<file path="config.mk">
export PLATFORM = sky130hd
export DESIGN_NAME = grey_pointer_rx
export DESIGN_NICKNAME = d
export VERILOG_FILES = /design/src/rtl/grey_pointer_rx_pkg.sv /design/src/rtl/grey_pointer_rx_decode.sv /design/src/rtl/grey_pointer_rx.sv
export SDC_FILE = /design/constraint.sdc
export NUM_CORES = 1
export LEC_CHECK = 0
export CAP_MARGIN = 25
export CORE_UTILIZATION = 45
export CTS_CLUSTER_DIAMETER = 150
export DETAILED_ROUTE_END_ITERATION = 8
export GPL_TIMING_DRIVEN = 0
export PLACE_DENSITY = 0.77
export SYNTH_ARGS = -nofsm -noshare
export SYNTH_HDL_FRONTEND = slang
export SYNTH_HIERARCHICAL = 1
export SYNTH_SLANG_ARGS = --single-unit
</file>
<file path="constraint.sdc">
create_clock -name clk_i -period 3.1 [get_ports clk_i]
set_input_delay 0.62 -clock clk_i [delete_from_list [all_inputs] [get_ports clk_i]]
set_output_delay 0.62 -clock clk_i [all_outputs]
set_load 0.02 [all_outputs]
</file>
<file path="src/rtl/grey_pointer_rx_pkg.sv">
`default_nettype none
// ============================================================================
// Module      : grey_pointer_rx_pkg
// Description : Legal parameter ranges for the Gray pointer receiver.
//               Holds constants only; no types are shared across the link.
// Revision    : 1.0 - initial release
// ============================================================================
package grey_pointer_rx_pkg;

  localparam int c_WIDTH_MIN = 2;
  localparam int c_WIDTH_MAX = 16;
  localparam int c_SYNC_MIN  = 2;

endpackage
`default_nettype wire

</file>
<file path="src/rtl/grey_pointer_rx_decode.sv">
`default_nettype none
// ============================================================================
// Module      : grey_decode
// Description : Combinational Gray-to-binary decoder.
//               Each binary bit is the XOR of all Gray bits at or above it.
// Ports       : grey_i  in  WIDTH  Gray-coded value
//               bin_o   out WIDTH  binary value
// Revision    : 1.0 - initial release
// ============================================================================
module grey_decode #(
  parameter int WIDTH = 4
) (
  input  logic [WIDTH-1:0] grey_i,
  output logic [WIDTH-1:0] bin_o
);

  // Reduction form of b[i] = b[i+1] ^ g[i]; avoids a self-referencing
  // vector in a single combinational block.
  for (genvar i = 0; i < WIDTH; i++) begin : g_bit
    assign bin_o[i] = ^grey_i[WIDTH-1:i];
  end

endmodule
`default_nettype wire

</file>
<file path="src/rtl/grey_pointer_rx.sv">
`default_nettype none
// ============================================================================
// Module      : grey_pointer_rx
// Description : Read side of a Gray-coded pointer clock-domain crossing.
//               Synchronises the foreign write pointer, decodes it, tracks a
//               local read pointer and returns it Gray-encoded.
// Ports       : clk_i        in   local clock
//               rst_i        in   asynchronous active-high reset
//               wr_grey_i    in   Gray write pointer (foreign domain)
//               take_i       in   consumer takes one item
//               clr_i        in   clear sticky underflow
//               valid_o      out  at least one item pending
//               pending_o    out  pending item count
//               wr_bin_o     out  synchronised, decoded write pointer
//               rd_bin_o     out  read pointer, binary
//               rd_grey_o    out  read pointer, Gray, registered
//               underflow_o  out  sticky take-while-empty flag
// Revision    : 1.0 - initial release
// ============================================================================
module grey_pointer_rx
  import grey_pointer_rx_pkg::*;
#(
  parameter int WIDTH = 4,
  parameter int SYNC  = 2
) (
  input  logic             clk_i,
  input  logic             rst_i,
  input  logic [WIDTH-1:0] wr_grey_i,
  input  logic             take_i,
  input  logic             clr_i,
  output logic             valid_o,
  output logic [WIDTH-1:0] pending_o,
  output logic [WIDTH-1:0] wr_bin_o,
  output logic [WIDTH-1:0] rd_bin_o,
  output logic [WIDTH-1:0] rd_grey_o,
  output logic             underflow_o
);

  if (WIDTH < c_WIDTH_MIN || WIDTH > c_WIDTH_MAX) begin : g_bad_width
    $error("grey_pointer_rx: WIDTH must be in 2..16");
  end
  if (SYNC < c_SYNC_MIN) begin : g_bad_sync
    $error("grey_pointer_rx: SYNC must be at least 2");
  end

  localparam logic [WIDTH-1:0] c_ONE = {{(WIDTH-1){1'b0}}, 1'b1};

  logic [SYNC-1:0][WIDTH-1:0] r_sync;
  logic [WIDTH-1:0]           r_wr_bin;
  logic [WIDTH-1:0]           r_rd_bin;
  logic [WIDTH-1:0]           r_rd_grey;
  logic                       r_underflow;

  logic [WIDTH-1:0]           w_wr_bin;
  logic [WIDTH-1:0]           w_pending;
  logic                       w_valid;
  logic                       w_accept;
  logic                       w_empty_take;
  logic [WIDTH-1:0]           w_rd_next;

  // Plain flop chain: the first stage may go metastable, so nothing
  // combinational is allowed between stages.
  always_ff @(posedge clk_i or posedge rst_i) begin
    if (rst_i) begin
      r_sync <= '0;
    end else begin
      r_sync[0] <= wr_grey_i;
      for (int i = 1; i < SYNC; i++) begin
        r_sync[i] <= r_sync[i-1];
      end
    end
  end

  grey_decode #(
    .WIDTH (WIDTH)
  ) u_decode (
    .grey_i (r_sync[SYNC-1]),
    .bin_o  (w_wr_bin)
  );

  // Occupancy comes only from registers, so valid/pending never see take_i
  // combinationally.
  assign w_pending    = r_wr_bin - r_rd_bin;
  assign w_valid      = (w_pending != '0);
  assign w_accept     = take_i & w_valid;
  assign w_empty_take = take_i & ~w_valid;
  assign w_rd_next    = w_accept ? (r_rd_bin + c_ONE) : r_rd_bin;

  always_ff @(posedge clk_i or posedge rst_i) begin
    if (rst_i) begin
      r_wr_bin    <= '0;
      r_rd_bin    <= '0;
      r_rd_grey   <= '0;
      r_underflow <= 1'b0;
    end else begin
      r_wr_bin  <= w_wr_bin;
      r_rd_bin  <= w_rd_next;
      // Encoded from the next binary value so the Gray flop changes on the
      // same edge as the binary pointer, one bit at a time.
      r_rd_grey <= w_rd_next ^ (w_rd_next >> 1);
      // A fresh underflow takes priority over a simultaneous clear.
      if (w_empty_take) begin
        r_underflow <= 1'b1;
      end else if (clr_i) begin
        r_underflow <= 1'b0;
      end
    end
  end

  assign valid_o     = w_valid;
  assign pending_o   = w_pending;
  assign wr_bin_o    = r_wr_bin;
  assign rd_bin_o    = r_rd_bin;
  assign rd_grey_o   = r_rd_grey;
  assign underflow_o = r_underflow;

endmodule
`default_nettype wire
</file>
=== Yosys cells after proc, flatten, opt, wreduce, memory -nomap -nowiden ===
Cells that the tools add are included.
Widths: inputs -> output; s select.

* Input bits: 8
* Output and inout port bits: 18
* Register bits after elaboration: 21
* Word-level logic and storage cells: 20

* Add/subtract/negate cells: 2
* Bitwise logic cells: 4
* Multiplexer cells: 3
* Reduce and logical (&&, ||, !) cells: 5

{| class="wikitable"
|+ Operators with widths
! cell !! number
|-
| $add 4x1->4 const B || 1
|-
| $mux 4 || 1
|-
| $reduce_bool 4->1 || 1
|-
| $reduce_xor 4->1 || 1
|-
| $sub 4x4->4 || 1
|-
| $xor 4x3->4 || 1
|-
| $reduce_xor 3->1 || 1
|-
| $and 1x1->1 || 2
|-
| $mux 1 || 2
|-
| $reduce_bool 2->1 || 1
|-
| $reduce_xor 2->1 || 1
|-
| $not 1->1 || 1
|}

=== Longest topological paths before layout ===
* Depth after elaboration: 5
* Gate-level depth with buffers: 9
* Mapped depth without buffers: 9

=== By module ===
The synthesis kept the hierarchy.

{| class="wikitable"
|+ By module, submodules not included
! module !! cells each !! area each (sq um) !! seq. area each (sq um) !! times used
|-
| grey_pointer_rx || 62 || 840.8 || 500.5 || 1
|-
| grey_decode || 5 || 50.0 || 0.0 || 1
|}

=== Worst setup path after synthesis ===
Ideal clock, no wire load.

* Path kind: flip-flop to flip-flop
* Start: reg r_rd_bin[0], in the netlist rd_bin_o[0]
* End: reg r_rd_grey[0], in the netlist rd_grey_o[0]
* Cell stages (with the launch flop): 8
* Required time: 2,966 ps
* Data arrival time: 2,543 ps
* Slack: 423 ps
* Path buffers: 0
* Setup time: 134 ps
* Clock period less this slack: 2,677 ps
* Cell sequence: dfrtp_1 ha_1 inv_1 fa_1 or3_4 o31ai_4 mux2_4 xnor2_1

* Word-level cells in the longest chain between the ends: 5
* Elaborated cells on any way between the ends: 6
* Those cells by class: add/sub (2); mux (1); bitwise (2); reduce/logical (1)

{| class="wikitable"
|+ Ends and longest elaborated chain
! what !! RTL line !! text
|-
| start, declared || grey_pointer_rx.sv:50 || <nowiki>logic [WIDTH-1:0] r_rd_bin;</nowiki>
|-
| start signal, assigned || grey_pointer_rx.sv:97 || <nowiki>r_rd_bin <= w_rd_next;</nowiki>
|-
| $sub 4x4->4 || grey_pointer_rx.sv:83 || <nowiki>assign w_pending = r_wr_bin - r_rd_bin;</nowiki>
|-
| via pending_o[1] || grey_pointer_rx.sv:32 || <nowiki>output logic [WIDTH-1:0] pending_o,</nowiki>
|-
| $reduce_bool 4->1 || grey_pointer_rx.sv:84 || <nowiki>assign w_valid = (w_pending != '0);</nowiki>
|-
| $and 1x1->1 || grey_pointer_rx.sv:85 || <nowiki>assign w_accept = take_i & w_valid;</nowiki>
|-
| $mux 4 || grey_pointer_rx.sv:87 || <nowiki>assign w_rd_next = w_accept ? (r_rd_bin + c_ONE) : r_rd_bin;</nowiki>
|-
| $xor 4x3->4 || grey_pointer_rx.sv:100 || <nowiki>r_rd_grey <= w_rd_next ^ (w_rd_next >> 1);</nowiki>
|-
| end signal, assigned || grey_pointer_rx.sv:100 ||
|-
| end, declared || grey_pointer_rx.sv:51 || <nowiki>logic [WIDTH-1:0] r_rd_grey;</nowiki>
|}

The timed path passes the listed nets, and every way through them passes these cells.
A chain may end at the register's enable or synchronous reset.

=== Worst setup path in the final report ===
* Start: reg r_rd_bin[2], in the netlist rd_bin_o[2]
* End: out valid_o

* Word-level cells in the longest chain between the ends: 2

{| class="wikitable"
|+ Ends and longest elaborated chain
! what !! RTL line !! text
|-
| $sub 4x4->4 || grey_pointer_rx.sv:83 ||
|-
| $reduce_bool 4->1 || grey_pointer_rx.sv:84 ||
|-
| end, declared || grey_pointer_rx.sv:31 || <nowiki>output logic valid_o,</nowiki>
|}

No other way between the ends.

==> results.toml <==
[run_status]
status = "completed"

[min_path]
min_path_type = "reg -> reg"
hp-start = "r_sync[1]"
hold_path_end = "r_sync[5]"
min_path_cells = 0

[place]
gp_congestion = 0.762
dp_hpwl_mm = 1.09
placed_area_sq_mm = 0.00117
portBuffers = 25
dp_slack_ns = 0.366

[route]
drtIter0Drc = 6
dr.pass1.iters = 2
final_antenna_net_count = 0
wl_per_cell_um = 11.4
dr_total_vias = 592
viasPerCell = 4.85
drt-total-wl_mm = 1.39
drc = 0

[sta]
final_hold_viol_count = 0
fin_crit_ns = 2.99
drv_slew = 0
finalSetupViolations = 0
period_share_pct = 96.5
worst_pin_slew_ns = 0.738
rsz0062_at_grt = "true"
relSlewSlack_pct = 50.7
fin_skew_ns = 0.00490
max_freq_mhz = 334
worst_slack_ns = 0.107

[clock_tree]
cts_buffer_depth = 2
insertion_delay_ns = 0.31
cts_hold_buf = 0
clkTransAtPathRegs_ns = 0.12
htreeDepth = 1
cts_root_buffer = "clkbuf_4"
cts_num_sinks = 20
cts_tree = "built"
numCtsBuffers = 3

[logic_synthesis]
synth_seq_area_share_pct = 56.2
ys_types = 24
avgSynthCellArea_sq_um = 13.3
yosysWarnings = 6
synth_nets = 80
netlist_area_sq_um = 891
synth_cells = 67
ys_seq_elements = 20

[worst_setup_path]
cp.required_ns = 2.48
crit_type = "reg -> out"
worst_setup_path_start_kind = "register"
path_max_fanout = 4
reg2reg_depth = 7
r2r_start = "rd_bin_o[0]"
r2r_slack_ns = 0.57
endpoint_kind = "output pin"
regToRegEndpoint = "rd_grey_o[0]"
crit_arrival_ns = 2.37

[layout]
antenna_cells = 0
syn_to_final_growth_pct = 39.2
multi_input_area_sq_um = 349
final_nets = 111
fillers = 126
fin_area_sq_mm = 0.00124
drive_above_1_share_pct = 15.5
regArea_sq_um = 502

[global_routing]
grt_usage_pct = 14.9
grt_max_degree = 21
grt_antenna_before_repair = 0
grt_pass1_wl_mm = 2.15
grt_pass1_vias = 529
grt_overflow = 0

[die]
row_count = 15
dieArea_sq_mm = 0.00216
dieHeight_um = 46.5
initial_core_util_pct = 50.0
core-area_sq_mm = 0.00178
ios = 26
die_w_um = 46.5

[power]
total_power_mw = 1.47
ir_drop_mv = 0.807
p_leak_nw = 0.555
power_density_mw_per_mm2 = 1180

[flow_run]
maxCapViolCount = 0
==> final cells by class <==
class                   instances  share of cell area [%]
multi-input cells              37                    28.2
flip-flops and latches         20                    40.5
clock inverters                 1                    2.42
plain buffers                   2                    1.21
well taps                      25                    2.52
clock buffers                   3                    1.82
inverters                       8                    2.42
repair buffers                 26                    21.0
==> critical path, cell delays in order, from the launching register on <==
cell,delay [ns]
dfrtp_1,0.40
inv_1,0.09
ha_1,0.32
a21oi_1,0.23
and3_1,0.27
nor2_1,0.09
nand2_1,0.06
clkdlybuf4s50_1,0.59
==> layer usage <==
layer,routed length (um),global-route usage (%),part of all wire [%],vias up
li1,-,-,-,279
met1,556,15.6,40,296
met2,755,27.5,54,15
met3,48,3.53,3.5,2
met4,29,7.06,2.1,0
met5,0,0,0,-
==> cells by family (layout without fill, tap and decap cells) <==
| kind of cell | Yosys count | count (layout) | synth area share (%) |
|---|---|---|---|
| AOI/OAI and AO/OA | 7 | 7 | 7.44 |
| muxes | 3 | 3 | 4.07 |
| xor gates and xnor gates | 13 | 13 | 13.6 |
| adders and majority gates | 5 | 5 | 7.87 |
| buffers and inverters | 10 | 40 | 5.06 |
| and+or+nand+nor | 9 | 9 | 5.76 |
| DFF | 20 | 20 | 56.2 |
==> worst max path at each step <==
stage / from / endpoint / slack, ns / cells after the start
finish: rd_bin_o[2] / valid_o / 0.11 / 7
global route: rd_bin_o[2] / valid_o / -0.02 / 7
CTS: rd_bin_o[0] / valid_o / 0.01 / 7
detailed placement: rd_bin_o[0] / valid_o / 0.37 / 7
global placement: rd_bin_o[0] / valid_o / 0.40 / 7
floorplan: rd_bin_o[0] / rd_grey_o[0] / 0.42 / 7
==> layout by cell type, fill, tap and decap left out <==
cell             netlist  final
a21oi_1                2      1
a21oi_2                0      1
a32o_1                 1      1
and3_1                 1      1
buf_4                  2      3
bufinv_16              0      1
clkbuf_4               0      3
clkdlybuf4s50_1        0     24
dfrtp_1               20     19
dfrtp_2                0      1
dlymetal6s2s_1         0      1
fa_1                   1      1
ha_1                   4      4
inv_1                  8      8
mux2_2                 1      1
mux2_4                 1      1
mux2i_1                1      1
nand2_1                2      2
nand3_1                1      1
nand3b_1               1      1
nor2_1                 1      1
nor3_1                 2      2
o21a_1                 1      1
o22ai_1                1      1
o311a_2                1      1
o31ai_4                1      1
or3_4                  1      1
xnor2_1                8      8
xor2_1                 4      4
xor2_2                 1      1
==> state kept, by name (all words and copies together), names as in the netlist <==
register and cells:
r_sync 8, rd_bin_o 4, wr_bin_o 4, rd_grey_o 3, underflow_o 1
==> power by group <==
part | total, mW | switching (mW) | internal, mW
logic | 0.865 | 0.431 | 0.434
clock network | 0.214 | 0.0828 | 0.131
registers | 0.390 | 0.0577 | 0.332
==> cells in the mapped netlist <==
| cell | number | area share, % |
|---|---|---|
| a21oi_1 | 2 | 1.1 |
| a32o_1 | 1 | 1.1 |
| and3_1 | 1 | 0.70 |
| buf_4 | 2 | 1.7 |
| dfrtp_1 | 20 | 56 |
| fa_1 | 1 | 2.2 |
| ha_1 | 4 | 5.6 |
| inv_1 | 8 | 3.4 |
| mux2_2 | 1 | 1.3 |
| mux2_4 | 1 | 1.7 |
| mux2i_1 | 1 | 1.1 |
| nand2_1 | 2 | 0.84 |
| nand3_1 | 1 | 0.56 |
| nand3b_1 | 1 | 0.84 |
| nor2_1 | 1 | 0.42 |
| nor3_1 | 2 | 1.1 |
| o21a_1 | 1 | 0.84 |
| o22ai_1 | 1 | 0.70 |
| o311a_2 | 1 | 1.3 |
| o31ai_4 | 1 | 2.4 |
| or3_4 | 1 | 1.3 |
| xnor2_1 | 8 | 7.9 |
| xor2_1 | 4 | 3.9 |
| xor2_2 | 1 | 1.8 |
==> what timing repair did <==
item	in CTS	in global routing
gates resized for setup	0	3
setup buffers	0	1
setup endpoints to repair	0	2
==> metrics by stage <==
stage / util (%) / TNS, ns / cells / hold slack, ns
global route: 69.5 / -0.0193 / 122 / 0.371
finish: 69.5 / 0 / 122 / 0.363
CTS: 68.7 / 0 / 121 / 0.360
floorplan: - / 0 / 67 / 0.331
global placement: 65.8 / 0 / 117 / 0.334
detailed placement: 65.8 / 0 / 117 / 0.340
(Power assumes the default switching activity.)
